### src/rtl/mem_arbiter_if.sv
// Bus bundle between two requesters (instruction fetch, load/store) and one
// shared SRAM-like slave.
//
//   inst_*  : fetch port (read only)
//   data_*  : load/store port
//   m_*     : request to / response from the shared slave
//
// Modports:
//   master : the arbiter's view (takes requests and slave responses,
//            drives handshakes and the slave request)
//   slave  : the surrounding environment's view (everything reversed)
interface mem_arbiter_if;
    logic        inst_req;
    logic [31:0] inst_addr;
    logic        inst_addr_ok;
    logic        inst_data_ok;
    logic [31:0] inst_rdata;

    logic        data_req;
    logic        data_wr;
    logic [1:0]  data_size;
    logic [3:0]  data_wstrb;
    logic [31:0] data_addr;
    logic [31:0] data_wdata;
    logic        data_addr_ok;
    logic        data_data_ok;
    logic [31:0] data_rdata;

    logic        m_req;
    logic        m_wr;
    logic [1:0]  m_size;
    logic [3:0]  m_wstrb;
    logic [31:0] m_addr;
    logic [31:0] m_wdata;
    logic        m_addr_ok;
    logic        m_data_ok;
    logic [31:0] m_rdata;

    modport master (
        input  inst_req, inst_addr,
        output inst_addr_ok, inst_data_ok, inst_rdata,
        input  data_req, data_wr, data_size, data_wstrb, data_addr, data_wdata,
        output data_addr_ok, data_data_ok, data_rdata,
        output m_req, m_wr, m_size, m_wstrb, m_addr, m_wdata,
        input  m_addr_ok, m_data_ok, m_rdata
    );

    modport slave (
        output inst_req, inst_addr,
        input  inst_addr_ok, inst_data_ok, inst_rdata,
        output data_req, data_wr, data_size, data_wstrb, data_addr, data_wdata,
        input  data_addr_ok, data_data_ok, data_rdata,
        input  m_req, m_wr, m_size, m_wstrb, m_addr, m_wdata,
        output m_addr_ok, m_data_ok, m_rdata
    );
endinterface

### src/rtl/mem_arbiter.sv
// Two-to-one arbiter putting an instruction port and a data port onto one
// SRAM-like slave, one transaction outstanding at a time.
//
// Ports:
//   clk     : rising-edge clock
//   resetn  : asynchronous active-low reset
//   bus     : mem_arbiter_if.master (requester ports + slave request/response)
//
// Parameter:
//   PRIO_DATA : 1 = data port wins every tie, 0 = ties alternate
module mem_arbiter #(
    parameter int PRIO_DATA = 1
) (
    input  logic          clk,
    input  logic          resetn,
    mem_arbiter_if.master bus
);
    typedef enum logic [1:0] {IDLE, ADDR, DATA} state_t;

    state_t      state;
    state_t      state_nxt;
    logic        owner_data;   // 1: current transaction belongs to data port
    logic        last_data;    // 1: most recent grant went to data port
    logic        any_req;
    logic        grant_data;
    logic        addr_hs;
    logic        data_hs;

    logic        lat_wr;
    logic [1:0]  lat_size;
    logic [3:0]  lat_wstrb;
    logic [31:0] lat_addr;
    logic [31:0] lat_wdata;

    // Data wins when alone, when data is prioritised, or on a tie when the
    // previous grant went to the instruction port.
    always_comb begin
        any_req    = bus.inst_req || bus.data_req;
        grant_data = bus.data_req &&
                     (!bus.inst_req || (PRIO_DATA != 0) || !last_data);
    end

    always_comb begin
        state_nxt = state;
        case (state)
            IDLE: if (any_req) state_nxt = ADDR;
            ADDR: if (bus.m_addr_ok) state_nxt = bus.m_data_ok ? IDLE : DATA;
            DATA: if (bus.m_data_ok) state_nxt = IDLE;
            default: state_nxt = IDLE;
        endcase
    end

    always_ff @(posedge clk or negedge resetn) begin
        if (!resetn) state <= IDLE;
        else         state <= state_nxt;
    end

    // Owner and payload are captured only at grant, so the requester may drop
    // its request afterwards without disturbing the slave request.
    always_ff @(posedge clk or negedge resetn) begin
        if (!resetn) begin
            owner_data <= 1'b0;
            last_data  <= 1'b0;
            lat_wr     <= 1'b0;
            lat_size   <= 2'b00;
            lat_wstrb  <= 4'b0000;
            lat_addr   <= 32'd0;
            lat_wdata  <= 32'd0;
        end else if (state == IDLE && any_req) begin
            owner_data <= grant_data;
            last_data  <= grant_data;
            if (grant_data) begin
                lat_wr    <= bus.data_wr;
                lat_size  <= bus.data_size;
                lat_wstrb <= bus.data_wstrb;
                lat_addr  <= bus.data_addr;
                lat_wdata <= bus.data_wdata;
            end else begin
                lat_wr    <= 1'b0;
                lat_size  <= 2'b10;
                lat_wstrb <= 4'b0000;
                lat_addr  <= bus.inst_addr;
                lat_wdata <= 32'd0;
            end
        end
    end

    // A data_ok only counts once the address phase has been accepted, either
    // in the same ADDR cycle or later in DATA; anything else is stray.
    always_comb begin
        addr_hs = (state == ADDR) && bus.m_addr_ok;
        data_hs = (addr_hs || (state == DATA)) && bus.m_data_ok;
    end

    assign bus.m_req        = (state == ADDR);
    assign bus.m_wr         = lat_wr;
    assign bus.m_size       = lat_size;
    assign bus.m_wstrb      = lat_wstrb;
    assign bus.m_addr       = lat_addr;
    assign bus.m_wdata      = lat_wdata;

    assign bus.inst_addr_ok = addr_hs && !owner_data;
    assign bus.inst_data_ok = data_hs && !owner_data;
    assign bus.data_addr_ok = addr_hs &&  owner_data;
    assign bus.data_data_ok = data_hs &&  owner_data;

    assign bus.inst_rdata   = bus.m_rdata;
    assign bus.data_rdata   = bus.m_rdata;
endmodule

### src/flat_wrapper.sv
// flat-port wrapper written by rule: the top's interface ports become plain ports
module mem_arbiter_flat 
#(
    parameter int PRIO_DATA = 1
)
  (clk, resetn, bus_inst_req, bus_inst_addr, bus_inst_addr_ok, bus_inst_data_ok, bus_inst_rdata, bus_data_req, bus_data_wr, bus_data_size, bus_data_wstrb, bus_data_addr, bus_data_wdata, bus_data_addr_ok, bus_data_data_ok, bus_data_rdata, bus_m_req, bus_m_wr, bus_m_size, bus_m_wstrb, bus_m_addr, bus_m_wdata, bus_m_addr_ok, bus_m_data_ok, bus_m_rdata);
  mem_arbiter_if bus_i ();
  input  logic clk;
  input  logic resetn;
  input wire logic [$bits(bus_i.inst_req)-1:0] bus_inst_req;
  input wire logic [$bits(bus_i.inst_addr)-1:0] bus_inst_addr;
  output wire logic [$bits(bus_i.inst_addr_ok)-1:0] bus_inst_addr_ok;
  output wire logic [$bits(bus_i.inst_data_ok)-1:0] bus_inst_data_ok;
  output wire logic [$bits(bus_i.inst_rdata)-1:0] bus_inst_rdata;
  input wire logic [$bits(bus_i.data_req)-1:0] bus_data_req;
  input wire logic [$bits(bus_i.data_wr)-1:0] bus_data_wr;
  input wire logic [$bits(bus_i.data_size)-1:0] bus_data_size;
  input wire logic [$bits(bus_i.data_wstrb)-1:0] bus_data_wstrb;
  input wire logic [$bits(bus_i.data_addr)-1:0] bus_data_addr;
  input wire logic [$bits(bus_i.data_wdata)-1:0] bus_data_wdata;
  output wire logic [$bits(bus_i.data_addr_ok)-1:0] bus_data_addr_ok;
  output wire logic [$bits(bus_i.data_data_ok)-1:0] bus_data_data_ok;
  output wire logic [$bits(bus_i.data_rdata)-1:0] bus_data_rdata;
  output wire logic [$bits(bus_i.m_req)-1:0] bus_m_req;
  output wire logic [$bits(bus_i.m_wr)-1:0] bus_m_wr;
  output wire logic [$bits(bus_i.m_size)-1:0] bus_m_size;
  output wire logic [$bits(bus_i.m_wstrb)-1:0] bus_m_wstrb;
  output wire logic [$bits(bus_i.m_addr)-1:0] bus_m_addr;
  output wire logic [$bits(bus_i.m_wdata)-1:0] bus_m_wdata;
  input wire logic [$bits(bus_i.m_addr_ok)-1:0] bus_m_addr_ok;
  input wire logic [$bits(bus_i.m_data_ok)-1:0] bus_m_data_ok;
  input wire logic [$bits(bus_i.m_rdata)-1:0] bus_m_rdata;
  assign bus_i.inst_req = bus_inst_req;
  assign bus_i.inst_addr = bus_inst_addr;
  assign bus_inst_addr_ok = bus_i.inst_addr_ok;
  assign bus_inst_data_ok = bus_i.inst_data_ok;
  assign bus_inst_rdata = bus_i.inst_rdata;
  assign bus_i.data_req = bus_data_req;
  assign bus_i.data_wr = bus_data_wr;
  assign bus_i.data_size = bus_data_size;
  assign bus_i.data_wstrb = bus_data_wstrb;
  assign bus_i.data_addr = bus_data_addr;
  assign bus_i.data_wdata = bus_data_wdata;
  assign bus_data_addr_ok = bus_i.data_addr_ok;
  assign bus_data_data_ok = bus_i.data_data_ok;
  assign bus_data_rdata = bus_i.data_rdata;
  assign bus_m_req = bus_i.m_req;
  assign bus_m_wr = bus_i.m_wr;
  assign bus_m_size = bus_i.m_size;
  assign bus_m_wstrb = bus_i.m_wstrb;
  assign bus_m_addr = bus_i.m_addr;
  assign bus_m_wdata = bus_i.m_wdata;
  assign bus_i.m_addr_ok = bus_m_addr_ok;
  assign bus_i.m_data_ok = bus_m_data_ok;
  assign bus_i.m_rdata = bus_m_rdata;
  mem_arbiter #(.PRIO_DATA(PRIO_DATA)) u_core (.clk(clk), .resetn(resetn), .bus(bus_i));
endmodule
### config.mk
export PLATFORM = sky130hd
export DESIGN_NAME = mem_arbiter_flat
export DESIGN_NICKNAME = d
export VERILOG_FILES = /design/src/rtl/mem_arbiter_if.sv /design/src/rtl/mem_arbiter.sv /design/src/flat_wrapper.sv
export SDC_FILE = /design/constraint.sdc
export NUM_CORES = 1
export LEC_CHECK = 0
export ABC_CLOCK_PERIOD_IN_PS = 1370
export BUFFER_PORTS_ARGS = -buffer_cell sky130_fd_sc_hd__buf_2
export CAP_MARGIN = 20
export CORE_AREA = 2 2 110 112
export CTS_CLUSTER_DIAMETER = 80
export DETAILED_ROUTE_END_ITERATION = 8
export DIE_AREA = 0 0 112 114
export GPL_ROUTABILITY_DRIVEN = 0
export PLACE_DENSITY = 0.79
export REMOVE_ABC_BUFFERS = 1
export SYNTH_ARGS = -nofsm -noshare
export SYNTH_HDL_FRONTEND = slang
export SYNTH_SLANG_ARGS = --single-unit
### constraint.sdc
create_clock -name clk -period 1.37 [get_ports clk]
set_clock_uncertainty 0.15 [all_clocks]
set_input_delay 0.137 -clock clk [delete_from_list [all_inputs] [get_ports clk]]
set_output_delay 0.137 -clock clk [all_outputs]
set_load 0.1 [all_outputs]
==> impl_metrics.tcl, run 1 <==
set metrics [dict create \
    status "finished, violations left" \
    violations "negative setup slack" \
    grt_max_degree 75 \
    root_buffer "clkbuf_16" \
    tightest_slew_ps 404.0 \
    use_met2_pct 28.48 \
    hold_path.class "in -> reg" \
    timing_hold_violations_final 0 \
    vias_per_cell 4.760 \
    ys.warnings.count 0 \
    final-instance-count-excl-fill 608 \
    busiest_layer "met2" \
    hp-start "bus_inst_addr[4]" \
    worst_setup_path_start_kind "register" \
    dp.final_hpwl_um 8357 \
    fp.dieH_um 114 \
    whs_path_depth 3 \
    dr.pass1.iters 4 \
    dr.first_iter.drc_count 93 \
    wl_um 12280 \
    ys_seq_area_share_pct 51.23 \
    crit_chain "nor2b_4, a21oi_2, nor3b_2, buf_4, buf_12" \
    slew-limit-headroom_pct 73.07 \
    clk_path_buf_depth 2 \
    synthesis.area_per_instance_sq_um 13.19 \
    crit_slowest_cell "dfrtp_1" \
    die_w_um 112 \
    yosysUniqueCellTypes 18 \
    vias 2894 \
    crit_path_max_fanout 4 \
    synthArstFlopShare_pct 100.0 \
    drive_gt1_share_pct 62.69 \
    clock-sinks 74 \
    nFillCells 999 \
    regToRegStartpoint "u_core.state[1]" \
    drc_errors 0 \
    reg2reg_to "u_core.bus.m_addr[4]" \
    r2r_slack_ps -300 \
    critPathMaxStageDelay_ps 410 \
    rsz0062_at_grt "true" \
    maxSlewViolCount 0 \
    synthFlopType "dfrtp_1" \
    use_met1_pct 20.58 \
    synth_top_area_share_pct 51.23 \
    drv_cap 0 \
    area_growth_pct 58.53 \
    overflow 0 \
    netlist_instances 274 \
    io_buffer_count 184 \
    synthMostInstantiatedCell "dfrtp_1" \
    critPathKind "reg -> out" \
    grt_pass1_wl_um 17680 \
    start_util_pct 30.87 \
    ys_top_cells_by_count "dfrtp_1, buf_4, mux2_2, a22o_1, buf_2" \
    fmaxAchievable_mhz 579.0 \
    fp.coreArea_sq_mm 0.01171 \
    layout_setup_ws_ps -357.2 \
    dp.cells 543 \
    path_clk_slew_ps 50 \
    reg2reg_depth 5 \
    fin_crit_sh_pct 126.1 \
    layout.nets 600 \
    ctsHtreeMaxLevel 3 \
    grt_use_met3_pct 13.76 \
    grt_pass1_vias 3132 \
    holdPathEnd "u_core.bus.m_addr[4]" \
    synth_area_leader_cell "dfrtp_1" \
    fin_crit_ps 1727 \
    die-area_sq_mm 0.01277 \
    antenna_found_initial 0 \
    rows 40 \
    ys_ff_latch 74 \
    crit_arrival_ps 1440 \
    wire_per_inst_um 20.20 \
    cts_tree "done" \
    diodes 0 \
    io_pins 281 \
    cts-buffers-inserted 9 \
    synthTopCellsByArea "dfrtp_1, mux2_2, buf_4" \
    end_kind "output pin" \
    syn_area_sq_mm 0.003615 \
    grtUsageTotal_pct 18.68 \
    cp.required_ps 1080 \
    setup_viol 78 \
    ant_nets 0 \
    synth_edf_count 0 \
    clk_latency_ps 320 \
    final_util_pct 48.93 \
]
[worst max-delay path by stage]
stage                     depth (start not counted)  slack, ps                    end       startpoint
final                                             5       -360       bus_inst_data_ok  u_core.state[0]
after floorplan                                   3      -3340       bus_inst_data_ok  u_core.state[1]
after global placement                            4       -100  u_core.bus.m_addr[30]     bus_data_req
after detailed placement                          4       -140  u_core.bus.m_addr[12]     bus_data_req
after CTS                                         5       -380       bus_inst_addr_ok  u_core.state[0]
after global routing                              5       -430       bus_inst_data_ok  u_core.state[1]
[stage by stage]
stage | TNS, ps | setup WS (ps) | hold slack, ps | instance area (sq um)
floorplan | -57770 | -3339 | -308.6 | 3019
finish | -19340 | -357.2 | 16.89 | 5731
detailed placement | -6591 | -140.4 | 34.29 | 4731
global placement | -4409 | -104.9 | 25.32 | 4731
CTS | -18050 | -375.4 | 1.282 | 5697
global route | -22630 | -429.3 | 16.72 | 5731
[registers in the layout, summed over array words and instances, names as in the netlist]
signal and count:
u_core.state 2, u_core.bus.m_wr 1, u_core.owner_data 1, u_core.bus.m_size 2, u_core.bus.m_wdata 32, u_core.bus.m_wstrb 4
u_core.bus.m_addr 32
[cell families (layout without fill, tap and decap cells)]
| group | Yosys count | count (layout) | share of synthesized area, % |
|---|---|---|---|
| and+or+nand+nor | 12 | 12 | 1.869 |
| AOI/OAI and AO/OA | 43 | 43 | 10.28 |
| DFF | 74 | 74 | 51.23 |
| muxes | 64 | 64 | 19.94 |
| buffers and inverters | 81 | 268 | 16.68 |
[critical path: cells and delay by family (launching register included)]
family | cells | cell delay, ps
AND/OR/NAND/NOR | 2 | 220
AO/OA/AOI/OAI | 1 | 200
flip-flops | 1 | 410
buffers and inverters | 2 | 300
[cell type report]
| type | instances | area, sq um | share of cell area, % |
|---|---|---|---|
| repair buffers | 253 | 2227 | 38.86 |
| flip-flops and latches | 74 | 1852 | 32.31 |
| multi-input cells | 119 | 1200 | 20.94 |
| clock buffers | 13 | 260.3 | 4.541 |
| well taps | 147 | 183.9 | 3.210 |
| inverters | 2 | 7.507 | 0.1310 |
[placed cells by master (no fill, tap or decap), types with 2 or more instances in the layout]
master           n
buf_16           3
clkbuf_1         2
inv_1            2
dfrtp_1         74
buf_4           61
buf_12          32
clkbuf_16        9
mux2_1           3
buf_2          107
nor2b_4          2
dlygate4sd3_1   45
mux2_2          61
nor2_1           3
buf_6            4
clkbuf_8         2
a22o_1          38
[routing by layer]
layer | up-vias | wire length [um]
met2 | 244 | 5531
met4 | 4 | 100
met1 | 1366 | 4497
met3 | 12 | 2030
met5 | - | 122
li1 | 1268 | -
[repair_timing]
action	CTS	global route
cloned	3	0
setup buffers	3	1
endpoints found under the hold margin	117	0
hold buffers	45	0
setup endpoints to repair	125	78
pin swaps	2	1
gates resized for setup	59	6
Power of run 1 is not shown: default switching activity piles up to over one toggle a cycle in this logic, so the estimate is an artifact.
==> run 2: changes to the inputs <==
--- a/config.mk
+++ b/config.mk
@@ -13,6 +13,7 @@
 export DETAILED_ROUTE_END_ITERATION = 8
 export DIE_AREA = 0 0 112 114
 export GPL_ROUTABILITY_DRIVEN = 0
+export HOLD_SLACK_MARGIN = 0.02
 export PLACE_DENSITY = 0.79
 export REMOVE_ABC_BUFFERS = 1
 export SYNTH_ARGS = -nofsm -noshare
==> constraint.sdc (replaced) <==
create_clock -name clk -period 1.37 [get_ports clk]
set_clock_uncertainty 0.15 [all_clocks]
set_input_delay 0.274 -clock clk [delete_from_list [all_inputs] [get_ports clk]]
set_output_delay 0.274 -clock clk [all_outputs]
set_load 0.1 [all_outputs]
==> run 2 against run 1 <==
The run still ends with negative setup slack left. Via count grew 2.6%. Fmax down 7.7%. Register-to-register slack worse by 100 ps. Sequential share of layout area fell by 4.1 points. Utilization rose by 7.0 points. Cell area rose by 14%. Routed wire length up 5.8%. Clock-buffer cell count unchanged. Cell count increased by 3.0%. Setup slack got worse by 140 ps. Non-clock buffer count is 15 higher. Global-route usage is 1.5 points higher. Critical endpoint unchanged. Highest routed layer unchanged.
==> impl_metrics.tcl, run 2 (synthesis results as in run 1) <==
set metrics [dict create \
    layout_commonest_cell "buf_2" \
    final_cell_mix "buf_2, buf_12, dfrtp_1, mux2_2, a22o_1" \
    rows 40 \
    maxSlewViolCount 0 \
    fin_area_sq_mm 0.006554 \
    worst_setup_path_start_kind "register" \
    dr.pass1.iters 4 \
    diodes 0 \
    final_util_pct 55.96 \
    fp.dieH_um 114 \
    vias 2969 \
    dpl_cell_area_sq_mm 0.005477 \
    wl_um 12990 \
    ant_nets 0 \
    dr.first_iter.drc_count 83 \
    root_buffer "clkbuf_16" \
    die_w_um 112 \
    drive_gt1_share_pct 66.39 \
    timing_hold_violations_final 0 \
    drc_errors 0 \
    crit_buf_inv 2 \
    fin_tns_setup_ps -26200 \
    drv_cap 0 \
    hold_path.class "in -> reg" \
    grt_pass1_wl_um 19190 \
    critPathKind "reg -> out" \
    cts_tree "done" \
    tightest_slew_ps 421.5 \
    io_buffer_count 184 \
    path_delay_family "flip-flops" \
    layout_setup_ws_ps -501.5 \
    crit_slowest_cell "dfrtp_1" \
    slew-limit-headroom_pct 71.90 \
    clk_latency_ps 320 \
    io_pins 281 \
    setup_viol 79 \
    rsz0062_at_grt "true" \
    crit_path_max_fanout 3 \
    critPathMaxStageDelay_ps 410 \
    fmaxAchievable_mhz 534.3 \
    start_util_pct 30.87 \
    ctsHtreeMaxLevel 3 \
    layout.nets 615 \
    violations "negative setup slack" \
    vias_per_cell 4.743 \
    cp.required_ps 950 \
    final-instance-count-excl-fill 626 \
    area_growth_pct 81.31 \
    grtUsageTotal_pct 20.20 \
    overflow 0 \
    dp.cells 543 \
    fin_crit_ps 1871 \
    clk_path_buf_depth 2 \
    cts-buffers-inserted 9 \
    path_clk_slew_ps 60 \
    dp.final_hpwl_um 8915 \
    grt_max_degree 75 \
    antenna_found_initial 0 \
    fin_crit_sh_pct 136.6 \
    end_kind "output pin" \
    clock-sinks 74 \
    grt_pass1_vias 3291 \
    crit_arrival_ps 1450 \
    wire_per_inst_um 20.75 \
    fp.coreArea_sq_mm 0.01171 \
    crit_chain "nor2b_2, a21oi_2, nor3b_2, buf_4, buf_12" \
    status "finished, violations left" \
    die-area_sq_mm 0.01277 \
]
==> run 2: cell count changes in the layout (fill, tap and decap cells not counted), sizes merged <==
cell         previous run  this run
clkinv                  0         3
dlygate4sd3            45        35
buf                   208       233
==> run 2: layout make-up <==
type / count / area [sq um]
multi-input combinational: 119 / 1209
timing repair buffer: 268 / 3037
sequential: 74 / 1852
clock buffer: 13 / 250.2
clock inverter: 3 / 15.01
fill: 918 / 5157
tap: 147 / 183.9
inverter: 2 / 7.507
==> run 2: what timing repair did <==
item / 4_1_cts / 5_1_grt
endpoints found under the setup margin: 82 / 110
hold buffers: 35 / 0
resized for setup: 26 / 1
cloned: 7 / 0
setup buffers: 13 / 12
hold endpoints to repair: 108 / 0
pin swaps: 3 / 1
==> run 2: per-layer routing <==
metal  GRT usage (%)  share of wire [%]  vias to the layer above
met3           14.35                 16                       18
met2           32.32                 46                      230
met1           21.25                 36                     1413
li1                -                  -                     1304
met5           9.412                1.1                        -
met4           4.472                1.1                        4
==> run 2: worst paths after layout <==
path	slack (ps)	to	cells past startpoint	start
max	-500	bus_inst_data_ok	5	u_core.state[1]
min	40	u_core.bus.m_wdata[20]	2	bus_data_wdata[20]
max reg2reg	-400	u_core.bus.m_addr[3]	7	u_core.state[1]
min reg2reg	410	u_core.bus.m_size[1]	2	u_core.bus.m_size[1]
max in group asynchronous	370	u_core.bus.m_addr[10]	3	resetn
min in group asynchronous	340	u_core.bus.m_addr[16]	3	resetn
==> run 2: through the flow <==
stage               hold WS [ps]  setup WS, ps
global placement           162.5        -200.1
global route               29.86        -583.5
CTS                        21.58        -493.2
finish                     44.02        -501.5
floorplan                 -171.6         -3476
detailed placement         175.6        -233.6
Power of run 2 is left out for the same reason.
